==> config.mk <==
export PLATFORM = sky130hd
export DESIGN_NAME = seg7_capture
export DESIGN_NICKNAME = d
export VERILOG_FILES = /design/src/rtl/seg7_pkg.sv /design/src/rtl/seg7_encode.sv /design/src/rtl/seg7_capture.sv
export SDC_FILE = /design/constraint.sdc
export NUM_CORES = 1
export LEC_CHECK = 0
export BUFFER_PORTS_ARGS = -buffer_cell sky130_fd_sc_hd__buf_2
export CAP_MARGIN = 20
export CELL_PAD_IN_SITES_DETAIL_PLACEMENT = 1
export CELL_PAD_IN_SITES_GLOBAL_PLACEMENT = 1
export CORE_MARGIN = 5
export CORE_UTILIZATION = 51
export DETAILED_ROUTE_END_ITERATION = 16
export PLACE_DENSITY_LB_ADDON = 0.1
export SLEW_MARGIN = 20
export SYNTH_ARGS = -nofsm -noshare
export SYNTH_HDL_FRONTEND = slang
export SYNTH_HIERARCHICAL = 1
export SYNTH_SLANG_ARGS = --single-unit
==> constraint.sdc <==
create_clock -name clk -period 5.7 [get_ports clk]
set_input_delay 0.285 -clock clk [delete_from_list [all_inputs] [get_ports clk]]
set_output_delay 0.285 -clock clk [all_outputs]
set_load 0.01 [all_outputs]
==> src/rtl/seg7_pkg.sv <==
// Shared constants for the seven-segment read-back block: the active-low
// segment codes of every displayable digit plus blank, and the FSM states.
package seg7_pkg;

  // Active-low patterns, bit 6 = segment a ... bit 0 = segment g.
  localparam logic [6:0] SEG_0     = 7'h01;
  localparam logic [6:0] SEG_1     = 7'h4F;
  localparam logic [6:0] SEG_2     = 7'h12;
  localparam logic [6:0] SEG_3     = 7'h06;
  localparam logic [6:0] SEG_4     = 7'h4C;
  localparam logic [6:0] SEG_5     = 7'h24;
  localparam logic [6:0] SEG_6     = 7'h20;
  localparam logic [6:0] SEG_7     = 7'h0F;
  localparam logic [6:0] SEG_8     = 7'h00;
  localparam logic [6:0] SEG_9     = 7'h04;
  localparam logic [6:0] SEG_A     = 7'h08;
  localparam logic [6:0] SEG_B     = 7'h60;
  localparam logic [6:0] SEG_C     = 7'h31;
  localparam logic [6:0] SEG_D     = 7'h42;
  localparam logic [6:0] SEG_E     = 7'h30;
  localparam logic [6:0] SEG_F     = 7'h38;
  localparam logic [6:0] SEG_BLANK = 7'h7F;

  // SETTLE: waiting for a new qualified pattern; PRESENT: result offered.
  typedef enum logic {
    SETTLE  = 1'b0,
    PRESENT = 1'b1
  } seg7_cap_state_t;

endpackage

==> src/rtl/seg7_encode.sv <==
// Purely combinational lookup from an active-low segment pattern to the hex
// digit it shows, with blank and illegal-pattern flags.
module seg7_encode
  import seg7_pkg::*;
(
  input  logic [6:0] seg_i,
  output logic [3:0] hex_o,
  output logic       blank_o,
  output logic       err_o
);

  // Table lookup; anything that is not a digit or blank is an error with hex 0.
  always_comb begin
    hex_o   = 4'h0;
    blank_o = 1'b0;
    err_o   = 1'b0;
    case (seg_i)
      SEG_0:     hex_o = 4'h0;
      SEG_1:     hex_o = 4'h1;
      SEG_2:     hex_o = 4'h2;
      SEG_3:     hex_o = 4'h3;
      SEG_4:     hex_o = 4'h4;
      SEG_5:     hex_o = 4'h5;
      SEG_6:     hex_o = 4'h6;
      SEG_7:     hex_o = 4'h7;
      SEG_8:     hex_o = 4'h8;
      SEG_9:     hex_o = 4'h9;
      SEG_A:     hex_o = 4'hA;
      SEG_B:     hex_o = 4'hB;
      SEG_C:     hex_o = 4'hC;
      SEG_D:     hex_o = 4'hD;
      SEG_E:     hex_o = 4'hE;
      SEG_F:     hex_o = 4'hF;
      SEG_BLANK: blank_o = 1'b1;
      default:   err_o = 1'b1;
    endcase
  end

endmodule

==> src/rtl/seg7_capture.sv <==
// Seven-segment read-back: synchronizes the segment pins, waits until a
// pattern has been stable long enough, decodes each newly stable pattern and
// offers it on a valid/ready handshake.
module seg7_capture
  import seg7_pkg::*;
#(
  parameter int unsigned STABLE_CYCLES = 4
) (
  input  logic       clk,
  input  logic       rst_n,
  input  logic       Sa,
  input  logic       Sb,
  input  logic       Sc,
  input  logic       Sd,
  input  logic       Se,
  input  logic       Sf,
  input  logic       Sg,
  input  logic       ready,
  output logic [3:0] hex,
  output logic       valid,
  output logic       blank,
  output logic       err
);

  localparam logic [7:0] STABLE_MAX = 8'(STABLE_CYCLES);

  logic [6:0]      seg_s;
  logic [6:0]      s1_q;
  logic [6:0]      s2_q;
  logic [7:0]      cnt_q;
  logic [7:0]      cnt_d;
  logic            qualified_s;
  logic            new_pattern_s;
  logic [6:0]      last_rep_q;
  logic            rep_ok_q;
  seg7_cap_state_t state_q;
  logic [3:0]      hex_q;
  logic            blank_q;
  logic            err_q;
  logic            valid_q;
  logic [3:0]      enc_hex_s;
  logic            enc_blank_s;
  logic            enc_err_s;

  assign seg_s = {Sa, Sb, Sc, Sd, Se, Sf, Sg};

  // Two-flop synchronizer; idles at all-segments-off.
  always_ff @(posedge clk or negedge rst_n) begin
    if (!rst_n) begin
      s1_q <= SEG_BLANK;
      s2_q <= SEG_BLANK;
    end else begin
      s1_q <= seg_s;
      s2_q <= s1_q;
    end
  end

  // Stability count: s1 is the value s2 takes next, so a mismatch means s2
  // changes on this edge and the run restarts; otherwise count up to the limit.
  always_comb begin
    cnt_d = cnt_q;
    if (s1_q != s2_q) begin
      cnt_d = 8'd0;
    end else if (cnt_q < STABLE_MAX) begin
      cnt_d = cnt_q + 8'd1;
    end else begin
      cnt_d = STABLE_MAX;
    end
  end

  // Stability counter register, running in every FSM state.
  always_ff @(posedge clk or negedge rst_n) begin
    if (!rst_n) begin
      cnt_q <= 8'd0;
    end else begin
      cnt_q <= cnt_d;
    end
  end

  // The pattern is qualified on the edge where its run reaches the limit;
  // only a pattern different from the last report (or the first) is offered.
  assign qualified_s   = (cnt_d == STABLE_MAX);
  assign new_pattern_s = !rep_ok_q || (s2_q != last_rep_q);

  seg7_encode u_encode (
    .seg_i   (s2_q),
    .hex_o   (enc_hex_s),
    .blank_o (enc_blank_s),
    .err_o   (enc_err_s)
  );

  // Report FSM with registered result, last-report memory and handshake.
  always_ff @(posedge clk or negedge rst_n) begin
    if (!rst_n) begin
      state_q    <= SETTLE;
      valid_q    <= 1'b0;
      hex_q      <= 4'h0;
      blank_q    <= 1'b0;
      err_q      <= 1'b0;
      last_rep_q <= SEG_BLANK;
      rep_ok_q   <= 1'b0;
    end else begin
      case (state_q)
        SETTLE: begin
          if (qualified_s && new_pattern_s) begin
            state_q    <= PRESENT;
            valid_q    <= 1'b1;
            hex_q      <= enc_hex_s;
            blank_q    <= enc_blank_s;
            err_q      <= enc_err_s;
            last_rep_q <= s2_q;
            rep_ok_q   <= 1'b1;
          end else begin
            state_q <= SETTLE;
            valid_q <= 1'b0;
          end
        end
        PRESENT: begin
          if (valid_q && ready) begin
            state_q <= SETTLE;
            valid_q <= 1'b0;
          end else begin
            state_q <= PRESENT;
            valid_q <= 1'b1;
          end
        end
        default: begin
          state_q <= SETTLE;
          valid_q <= 1'b0;
        end
      endcase
    end
  end

  assign hex   = hex_q;
  assign valid = valid_q;
  assign blank = blank_q;
  assign err   = err_q;

endmodule
# After elaboration in Yosys (flattened, before gate mapping)
# Index checks and enable logic that the tools add are counted.
[classes]
mux = 8
addsub = 1
bitwise = 1
n_lt_le_gt_ge = 1
eq_ne = 19
n_reduce_logical = 7
[op_table]
columns = ["op", "n"]
rows = [
  ["$pmux W4 S15", 1],
  ["$eq A7 B6 Y1 const B", 5],
  ["$eq A7 B7 Y1 const B", 5],
  ["$reduce_or A17 Y1", 1],
  ["$mux W8", 2],
  ["$eq A7 B3 Y1 const B", 2],
  ["$eq A7 B4 Y1 const B", 2],
  ["$ne A7 B7 Y1", 2],
  ["$add A8 B1 Y8 const B", 1],
  ["$eq A8 B3 Y1 const B", 1],
  ["$lt A8 B3 Y1 const B", 1],
  ["$eq A7 B1 Y1 const B", 1],
  ["$eq A7 B5 Y1 const B", 1],
  ["$logic_not A7 Y1", 1],
  ["$mux W1", 4],
  ["$logic_and A1 B1 Y1", 2],
  ["$pmux W1 S2", 1],
  ["$reduce_and A2 Y1", 1],
  ["$logic_not A1 Y1", 1],
  ["$logic_or A1 B1 Y1", 1],
  ["$not A1 Y1", 1],
]
[totals]
regBits = 37
word_cells = 46
in_bits = 10

# Logic depth before layout (Yosys ltp)
# Gate-level depths: netlist of the first run.
[depth]
ltp_word = 7
depth_mapped = 7
depth_no_buf = 5

# Cells and area by module
# Netlist of the first run, hierarchy kept.
[modules_own_cells]
columns = ["module", "cells_per_inst", "n_inst", "area_each_um2", "seq_area_each_um2"]
rows = [
  ["seg7_capture", 86, 1, 1418.9, 952.2],
  ["seg7_encode", 46, 1, 375.4, 0.0],
]

# Worst setup path after synthesis of the first run
# OpenSTA, ideal clock, no wires.
[synth_path]
path_kind = "register to register"
start = "register s2_q[3]"
end = "register blank_q (netlist: blank)"
path_stages_with_launch = 8
period_less_slack_ns = 1.986
n_path_buf = 2
setup_ns = 0.125
arrival_ns = 1.861
setup_slack_ns = 3.714
cell_sequence = "dfstp_2 > xnor2_1 > nand4_1 > nor4_1 > and4b_1 > buf_6 > buf_12 > mux2_4"
[synth_via]
elab_chain_len = 5
elab_cells_between_ends = 9
[synth_lines]
columns = ["element", "line_no", "rtl"]
rows = [
  ["start, declared", "seg7_capture.sv:29", "logic [6:0] s2_q;"],
  ["start signal, assigned", "seg7_capture.sv:54", "s2_q <= s1_q;"],
  ["$ne A7 B7 Y1", "seg7_capture.sv:62", "if (s1_q != s2_q) begin"],
  ["$mux W8", "seg7_capture.sv:62", ""],
  ["$eq A8 B3 Y1", "seg7_capture.sv:82", "assign qualified_s = (cnt_d == STABLE_MAX);"],
  ["$logic_and A1 B1 Y1", "seg7_capture.sv:105", "if (qualified_s && new_pattern_s) begin"],
  ["$reduce_and A2 Y1 (no line)", "--", ""],
  ["end signal, assigned", "seg7_capture.sv:109", "blank_q <= enc_blank_s;"],
  ["end, declared", "seg7_capture.sv:38", "logic blank_q;"],
]
# Several ways; a longest one is shown, not always the timed one.
# A chain may end at the register's enable or synchronous reset.

# Worst setup path in the final report of the first run
[layout_path]
start = "register s2_q[3]"
end = "register hex_q[1] (netlist: hex[1])"
[layout_via]
elab_chain_len = 5
elab_cells_between_ends = 23
[layout_lines]
columns = ["element", "line_no", "rtl"]
rows = [
  ["$ne A7 B7 Y1", "seg7_capture.sv:62", ""],
  ["$mux W8", "seg7_capture.sv:62", ""],
  ["$eq A8 B3 Y1", "seg7_capture.sv:82", ""],
  ["$logic_and A1 B1 Y1", "seg7_capture.sv:105", ""],
  ["$reduce_and A2 Y1 (no line)", "--", ""],
  ["end signal, assigned", "seg7_capture.sv:108", "hex_q <= enc_hex_s;"],
  ["end, declared", "seg7_capture.sv:37", "logic [3:0] hex_q;"],
]
# Several ways; a longest one is shown, not always the timed one.

==> out/summary.txt, run 1 <==
RUN STATUS
----------------------------------------------------------------------------------------
Outcome                                                                     complete, no violations

SYNTHESIS
----------------------------------------------------------------------------------------
Top_reg_cell synth                                                          sky130_fd_sc_hd__dfstp_2
Cell count after synthesis                                                           132
Netlist area before placement                                               0.001794 mm^2
Count of distinct cell types in the synthesized netlist                               50
Async SR Flop Fraction                                                            100.0%
Synthesized flop and latch total                                                      37
Synthesis warning total                                                                6
Count of flip-flops with a built-in enable after synthesis                             0
Seq/Total Area, Yosys                                                             53.07%
Avg Cell Area, Syn                                                            13.59 um^2

GLOBAL ROUTE
----------------------------------------------------------------------------------------
M2 GR Usage                                                                       25.21%
Global-route wire length before repair                                           5533 um
Largest net degree at the start of global routing                                     38
Met3 Use GR                                                                       3.623%
GR peak layer                                                                       met2
Antenna violations before repair                                                       0
Number of global-route vias before repair                                           1187
Met1 Track Usage GR                                                               17.17%
Aggregate global-route resource usage                                             14.57%
Total global routing overflow                                                          0

FINAL LAYOUT
----------------------------------------------------------------------------------------
Footprint of the multi-input gates                                            747.0 um^2
Fin nets                                                                             161
Synthesis-to-layout area growth                                                   7.043%
Count of non-filler cells in the finished layout                                     197
Most frequent standard cell in the layout excluding fill and tap cells      sky130_fd_sc_hd__dfstp_2
Fill cell instance count of the final layout                                         374
Leading cell types in the layout, fill and taps excluded                    21 x sky130_fd_sc_hd__dfstp_2, 16 x sky130_fd_sc_hd__dfrtp_1, 16 x sky130_fd_sc_hd__buf_2, 10 x sky130_fd_sc_hd__xor2_1, 8 x sky130_fd_sc_hd__mux2_4
Diodes inserted                                                                        0
FF+latch area                                                                 952.2 um^2
Proportion of layout cells with a drive suffix above 1                            45.70%

PWR
----------------------------------------------------------------------------------------
Sequential Power Share                                                             60.9%
Internal portion of total power                                                0.4013 mW
Largest voltage drop on the vdd net                                             157.7 uV
Lkg Pwr                                                                        0.8555 nW
Net load switching power                                                       0.1354 mW
Clock power share                                                                  26.6%
Part of the power in combinational logic                                           12.5%
Switching part of the total power                                                 25.23%
Total chip power                                                               0.5368 mW
Total power divided by cell area                                            279.5 mW/mm^2

SETUP PATH
----------------------------------------------------------------------------------------
Max FO, Critical Path                                                                 15
Setup crit start                                                                 s2_q[3]
Launching point of the worst reg2reg path                                        s2_q[3]
Endpoint kind of the worst setup timing path                                    register
Critical Path AT                                                                 2.97 ns
Type of element launching the critical path                                     register
Worst endpoint required time                                                     5.92 ns
Kind of critical path                                                       register to register

WORST HOLD PATH
----------------------------------------------------------------------------------------
Class of the tightest hold or removal check                                 input port to asynchronous set/reset pin

FLOORPLANNING
----------------------------------------------------------------------------------------
Num ports                                                                             17
Initial cell density of the core                                                  53.35%
Overall die width                                                               69.32 um
Die height                                                                      69.32 um
Core region area                                                            0.003363 mm^2
Area of the die                                                             0.004805 mm^2
Number of standard-cell rows in the floorplan                                         21

PLACEMENT
----------------------------------------------------------------------------------------
Placement Setup Slack                                                           2.960 ns
Port Buffers                                                                          16
GPL Wtd Cong                                                                      0.7954
Sum of net half-perimeters after detailed placement                              2335 um
Number of cells after detailed placement                                             189

ROUTING
----------------------------------------------------------------------------------------
Count of routing violations after the opening detailed-route iteration                31
Routed via count divided by cell count                                             5.452
Average wire per cell in the routed design                                      16.07 um
Remaining number of nets flagged by the antenna check after routing                    0
Via total after detailed routing                                                    1074
Overall routed net length                                                        3166 um
Post-route DRC                                                                         0
First-pass detailed-route iteration total                                              4

STA
----------------------------------------------------------------------------------------
Endpoints failing hold                                                                 0
Worst Hold Margin                                                             0.02503 ns
Slew @ Worst Pin                                                               0.7940 ns
F_max                                                                          364.5 MHz
Final critical-path required period                                             2.744 ns
Fin worst setup slack                                                           2.956 ns
Remaining max-slew budget at the tightest pin                                     47.02%
Number of pins with negative max-slew slack in the final report                        0
Final setup violating endpoints                                                        0
Worst-case clock skew                                                        0.004936 ns
Portion of the clock cycle consumed by the worst path in the final layout         48.13%
Unrepaired setup endpoints after global routing                                    false
Final sum of negative setup slack                                                   0 ns

CLOCK TREE
----------------------------------------------------------------------------------------
TritonCTS clock tree                                                               built
Clock root buffer master                                                    sky130_fd_sc_hd__clkbuf_4
Clk slew on worst S/H paths                                                      0.11 ns
Sink count of the clock tree                                                          37
Max Buffers Root-to-Sink                                                               2
H-tree Lvls                                                                            2
Hold Buf Count CTS                                                                     0
Latest clock arrival within the worst-skew pair                                  0.33 ns
Number of buffers inserted during clock tree synthesis                                 5
Number of buffers inserted to repair setup after CTS                                   0
Resized Gates After CTS                                                                0

JOB
----------------------------------------------------------------------------------------
Number of maximum-capacitance constraint violations                                    0

[cell usage after synthesis, types with 2 or more instances]
cell type / instances / share of area [%]
sky130_fd_sc_hd__xnor2_1: 7 / 3.4
sky130_fd_sc_hd__nor4_1: 3 / 1.0
sky130_fd_sc_hd__buf_6: 3 / 1.9
sky130_fd_sc_hd__nand4_1: 4 / 1.4
sky130_fd_sc_hd__xor2_1: 10 / 4.9
sky130_fd_sc_hd__dfrtp_1: 16 / 22
sky130_fd_sc_hd__mux2_4: 8 / 6.7
sky130_fd_sc_hd__nor4b_1: 2 / 0.98
sky130_fd_sc_hd__mux2_2: 5 / 3.1
sky130_fd_sc_hd__dfstp_2: 21 / 31
sky130_fd_sc_hd__buf_4: 4 / 1.7
sky130_fd_sc_hd__inv_1: 5 / 1.0
sky130_fd_sc_hd__nand2_1: 3 / 0.63
sky130_fd_sc_hd__nor3_1: 2 / 0.56
sky130_fd_sc_hd__nor2_1: 4 / 0.84
[layout make-up]
type	instances	area share, %
Clock inverter	2	0.7166
Inverter	5	0.9772
Timing Repair Buffer	16	4.169
Multi-Input combinational cell	85	38.89
Tap cell	46	2.997
Sequential cell	37	49.58
Clock buffer	6	2.671
[critical path, cell delays in order (launching register included)]
cell,delay [ns]
sky130_fd_sc_hd__dfstp_2,0.72
sky130_fd_sc_hd__xnor2_1,0.16
sky130_fd_sc_hd__nand4_1,0.12
sky130_fd_sc_hd__nor4_1,0.42
sky130_fd_sc_hd__and4b_1,0.82
sky130_fd_sc_hd__mux2_2,0.41
[routing by layer]
metal  wire length, um  vias to the layer above
met3               109                        5
met4                34                        0
li1                  -                      502
met1              1389                      548
met2              1632                       19
met5                 0                        -
[final timing paths]
| check | to | slack (ns) | cells past startpoint |
|---|---|---|---|
| worst max-delay path | hex[1] | 2.96 | 5 |
| worst min-delay path | cnt_q[3] | 0.03 | 1 |
| worst max register to register | hex[1] | 2.96 | 5 |
| worst min register to register | s2_q[4] | 0.38 | 0 |
| max in group asynchronous | hex[3] | 5.19 | 1 |
| min in group clk | s1_q[0] | 0.04 | 1 |
[logic make-up (layout without fill, tap and decap cells)]
kind of cell	after synthesis	after routing	synth area share, %
flops	37	37	53.07
simple gates	33	33	13.46
xor+xnor	17	17	8.298
compound gates	16	16	8.299
buf+inv	14	29	6.137
mux	13	13	9.833
fa+ha+maj	1	1	0.6972
other cells	1	5	0.2090
[stage by stage]
stage                     instance area (um^2)  util [%]
after detailed placement                  1856     55.17
after global routing                      1921     57.11
final                                     1921     57.11
after CTS                                 1921     57.11
after global placement                    1856     55.17
after floorplan                           1809         -
[state kept, by name (all words and copies together) (netlist names)]
name,cells
err,1
rep_ok_q,1
blank,1
last_rep_q,7
cnt_q,8
s2_q,7
valid,1
hex,4
s1_q,7
[power by group through the flow]
stage	clock network, mW	registers, mW	logic, mW
4_1_cts	0.150	0.327	0.0685
3_5_place_dp	0	0.332	0.0684
5_1_grt	0.161	0.332	0.0756
6_report	0.143	0.327	0.0673
3_3_place_gp	0	0.330	0.0671
2_1_floorplan	0	0.322	0.0574
No activity file was read; power rests on OpenSTA's default activity.
==> run 2: changes to the inputs <==
--- a/config.mk
+++ b/config.mk
@@ -10,7 +10,7 @@
 export CELL_PAD_IN_SITES_DETAIL_PLACEMENT = 1
 export CELL_PAD_IN_SITES_GLOBAL_PLACEMENT = 1
 export CORE_MARGIN = 5
-export CORE_UTILIZATION = 51
+export CORE_UTILIZATION = 43
 export DETAILED_ROUTE_END_ITERATION = 16
 export PLACE_DENSITY_LB_ADDON = 0.1
 export SLEW_MARGIN = 20
==> constraint.sdc (replaced) <==
create_clock -name clk -period 2.4 [get_ports clk]
set_input_delay 0.12 -clock clk [delete_from_list [all_inputs] [get_ports clk]]
set_output_delay 0.12 -clock clk [all_outputs]
set_load 0.01 [all_outputs]
==> run 2 against run 1 <==
  * Clock power rose to 3.7 times the previous value
  * Wire length rose by 10%
  * Worst setup slack got worse by 2.7 ns
  * Combinational power rose to 2.8 times the previous value
  * Flip-flop and latch count did not move
  * Core utilization fell by 4.8 points
  * Final cell count rose by 9.1%
  * Global-route usage fell by 0.11 points
  * Sequential share of layout area fell by 4.2 points
  * Via count rose by 3.6%
  * Total power rose to 2.8 times the previous value
  * Cell area rose by 9.7%
  * Critical path type unchanged
  * Largest cell class unchanged
==> out/summary.txt, run 2 (synthesis results as in run 1) <==
FINAL LAYOUT
----------------------------------------------------------------------------------------
Register bank with the most flops                                                  cnt_q
Final cell area excluding filler cells                                      0.002107 mm^2
Leading cell types in the layout, fill and taps excluded                    20 x sky130_fd_sc_hd__dfstp_2, 16 x sky130_fd_sc_hd__dfrtp_1, 16 x sky130_fd_sc_hd__buf_2, 10 x sky130_fd_sc_hd__xor2_1
Most frequent standard cell in the layout excluding fill and tap cells      sky130_fd_sc_hd__dfstp_2
Diodes inserted                                                                        0
Flip-flop count of the largest register, all copies and words added                    8
Synthesis-to-layout area growth                                                   17.43%
Proportion of layout cells with a drive suffix above 1                            45.45%
Fin nets                                                                             175

GLOBAL ROUTE
----------------------------------------------------------------------------------------
Met1 Track Usage GR                                                               18.10%
Number of global-route vias before repair                                           1252
Global-route wire length before repair                                           6016 um
Total global routing overflow                                                          0
Aggregate global-route resource usage                                             14.45%
M2 GR Usage                                                                       23.90%
GR peak layer                                                                       met2
Met3 Use GR                                                                       4.459%
Largest net degree at the start of global routing                                     38
Antenna violations before repair                                                       0

STA
----------------------------------------------------------------------------------------
Slew @ Worst Pin                                                               0.7868 ns
Final sum of negative setup slack                                                   0 ns
Number of pins with negative max-slew slack in the final report                        0
F_max                                                                          473.7 MHz
Final critical-path required period                                             2.111 ns
Worst-case clock skew                                                        0.002418 ns
Portion of the clock cycle consumed by the worst path in the final layout         87.95%
Final setup violating endpoints                                                        0
Unrepaired setup endpoints after global routing                                    false
Endpoints failing hold                                                                 0
Remaining max-slew budget at the tightest pin                                     47.55%

FLOORPLANNING
----------------------------------------------------------------------------------------
Die height                                                                      74.60 um
Num ports                                                                             17
Initial cell density of the core                                                  44.53%
Core region area                                                            0.004029 mm^2
Overall die width                                                               74.60 um
Area of the die                                                             0.005564 mm^2
Number of standard-cell rows in the floorplan                                         23

SETUP PATH
----------------------------------------------------------------------------------------
Reg2reg setup slack                                                              0.29 ns
Crit path cell chain                                                        xnor2_1 > nand4_1 > nor4_2 > and4b_1 > buf_4 > mux2_4
Top Family by Delay on Critical Path                                          flip-flops
CP max stage delay                                                               0.70 ns
Worst endpoint required time                                                     2.57 ns
Type of element launching the critical path                                     register
Endpoint kind of the worst setup timing path                                    register
CP Buf/Inv Count                                                                       1
Critical Path AT                                                                 2.29 ns
Kind of critical path                                                       register to register
Slowest-stage cell, CP                                                      sky130_fd_sc_hd__dfstp_2
Max FO, Critical Path                                                                 12

PWR
----------------------------------------------------------------------------------------
Switching part of the total power                                                 23.77%
Internal portion of total power                                                 1.135 mW
Largest voltage drop on the vdd net                                             382.4 uV
Total power divided by cell area                                            706.8 mW/mm^2
Net load switching power                                                       0.3539 mW
Clock power share                                                                  35.7%
Sequential Power Share                                                             51.7%
Part of the power in combinational logic                                           12.7%
Lkg Pwr                                                                        0.9375 nW

CLOCK TREE
----------------------------------------------------------------------------------------
Clk slew on worst S/H paths                                                      0.07 ns
Latest clock arrival within the worst-skew pair                                  0.29 ns
Sink count of the clock tree                                                          37
Number of buffers inserted during clock tree synthesis                                 5
Clock root buffer master                                                    sky130_fd_sc_hd__clkbuf_8
H-tree Lvls                                                                            2
Max Buffers Root-to-Sink                                                               2
TritonCTS clock tree                                                               built

RUN STATUS
----------------------------------------------------------------------------------------
Outcome                                                                     complete, no violations

WORST HOLD PATH
----------------------------------------------------------------------------------------
Class of the tightest hold or removal check                                 input port to register

ROUTING
----------------------------------------------------------------------------------------
Post-route DRC                                                                         0
First-pass detailed-route iteration total                                              4
Routed via count divided by cell count                                             5.177
Remaining number of nets flagged by the antenna check after routing                    0
Count of routing violations after the opening detailed-route iteration                47
Overall routed net length                                                        3494 um
Via total after detailed routing                                                    1113
Average wire per cell in the routed design                                      16.25 um

PLACEMENT
----------------------------------------------------------------------------------------
GPL Wtd Cong                                                                      0.8439
Port Buffers                                                                          16
Placed Area                                                                 0.001906 mm^2
Sum of net half-perimeters after detailed placement                              2472 um

JOB
----------------------------------------------------------------------------------------
Number of maximum-capacitance constraint violations                                    0

[run 2: cell types whose count changed in the layout (fill, tap and decap cells not counted), sizes merged]
cell	delta
buf	+6
clkinv	-1
bufinv	+1
dlygate4sd3	+8
[run 2: layout make-up]
| class | count | area [um^2] |
|---|---|---|
| inverter | 5 | 18.77 |
| tap | 50 | 62.56 |
| sequential | 37 | 955.9 |
| clock inverter | 2 | 38.79 |
| clock buffer | 6 | 72.57 |
| timing repair buffer | 30 | 205.2 |
| fill | 433 | 1922 |
| multi-input combinational | 85 | 753.2 |
[run 2: worst paths after layout]
check,startpoint,cells past startpoint,to
setup / recovery,s2_q[5],6,err
hold / removal,ready,3,valid
setup reg to reg,s2_q[5],6,err
hold reg to reg,s1_q[2],0,s2_q[2]
max in group asynchronous,rst_n,2,hex[2]
min in group asynchronous,rst_n,2,cnt_q[4]
[run 2: per-stage QoR]
stage	hold WS (ns)	worst slack, ns	std cells	power [mW]	util, %
after global placement	0.2251	0.2724	199	0.9516	47.30
after CTS	0.1063	0.1454	215	1.510	52.05
after floorplan	-0.1756	0.4143	136	0.9006	-
after detailed placement	0.2262	0.1764	199	0.9588	47.30
final	0.1153	0.2891	215	1.489	52.30
after global routing	0.1301	0.1219	215	1.561	52.30
[run 2: worst reg2reg max path, cell delays in order, from the launching register on]
cell and delay (ns):
sky130_fd_sc_hd__dfstp_2 0.70, sky130_fd_sc_hd__xnor2_1 0.18, sky130_fd_sc_hd__nand4_1 0.13, sky130_fd_sc_hd__nor4_2 0.20, sky130_fd_sc_hd__and4b_1 0.26, sky130_fd_sc_hd__buf_4 0.23
sky130_fd_sc_hd__mux2_4 0.32
[run 2: routing by layer]
layer | wire, um | vias up
li1 | - | 527
met1 | 1532 | 563
met2 | 1771 | 18
met3 | 137 | 5
met4 | 52 | 0
met5 | 0 | -
[run 2: power by group through the flow]
stage / sequential, mW / combinational (mW) / clock [mW]
global route: 0.780 / 0.209 / 0.573
detailed placement: 0.780 / 0.179 / 0
global placement: 0.777 / 0.175 / 0
CTS: 0.770 / 0.191 / 0.548
finish: 0.769 / 0.189 / 0.531
floorplan: 0.764 / 0.136 / 0
[run 2: what timing repair did]
action,CTS,global route
buffers inserted,0,0
endpoints found under the hold margin,23,0
gates resized for setup,0,2
endpoints found under the setup margin,0,7
hold buffers,8,0
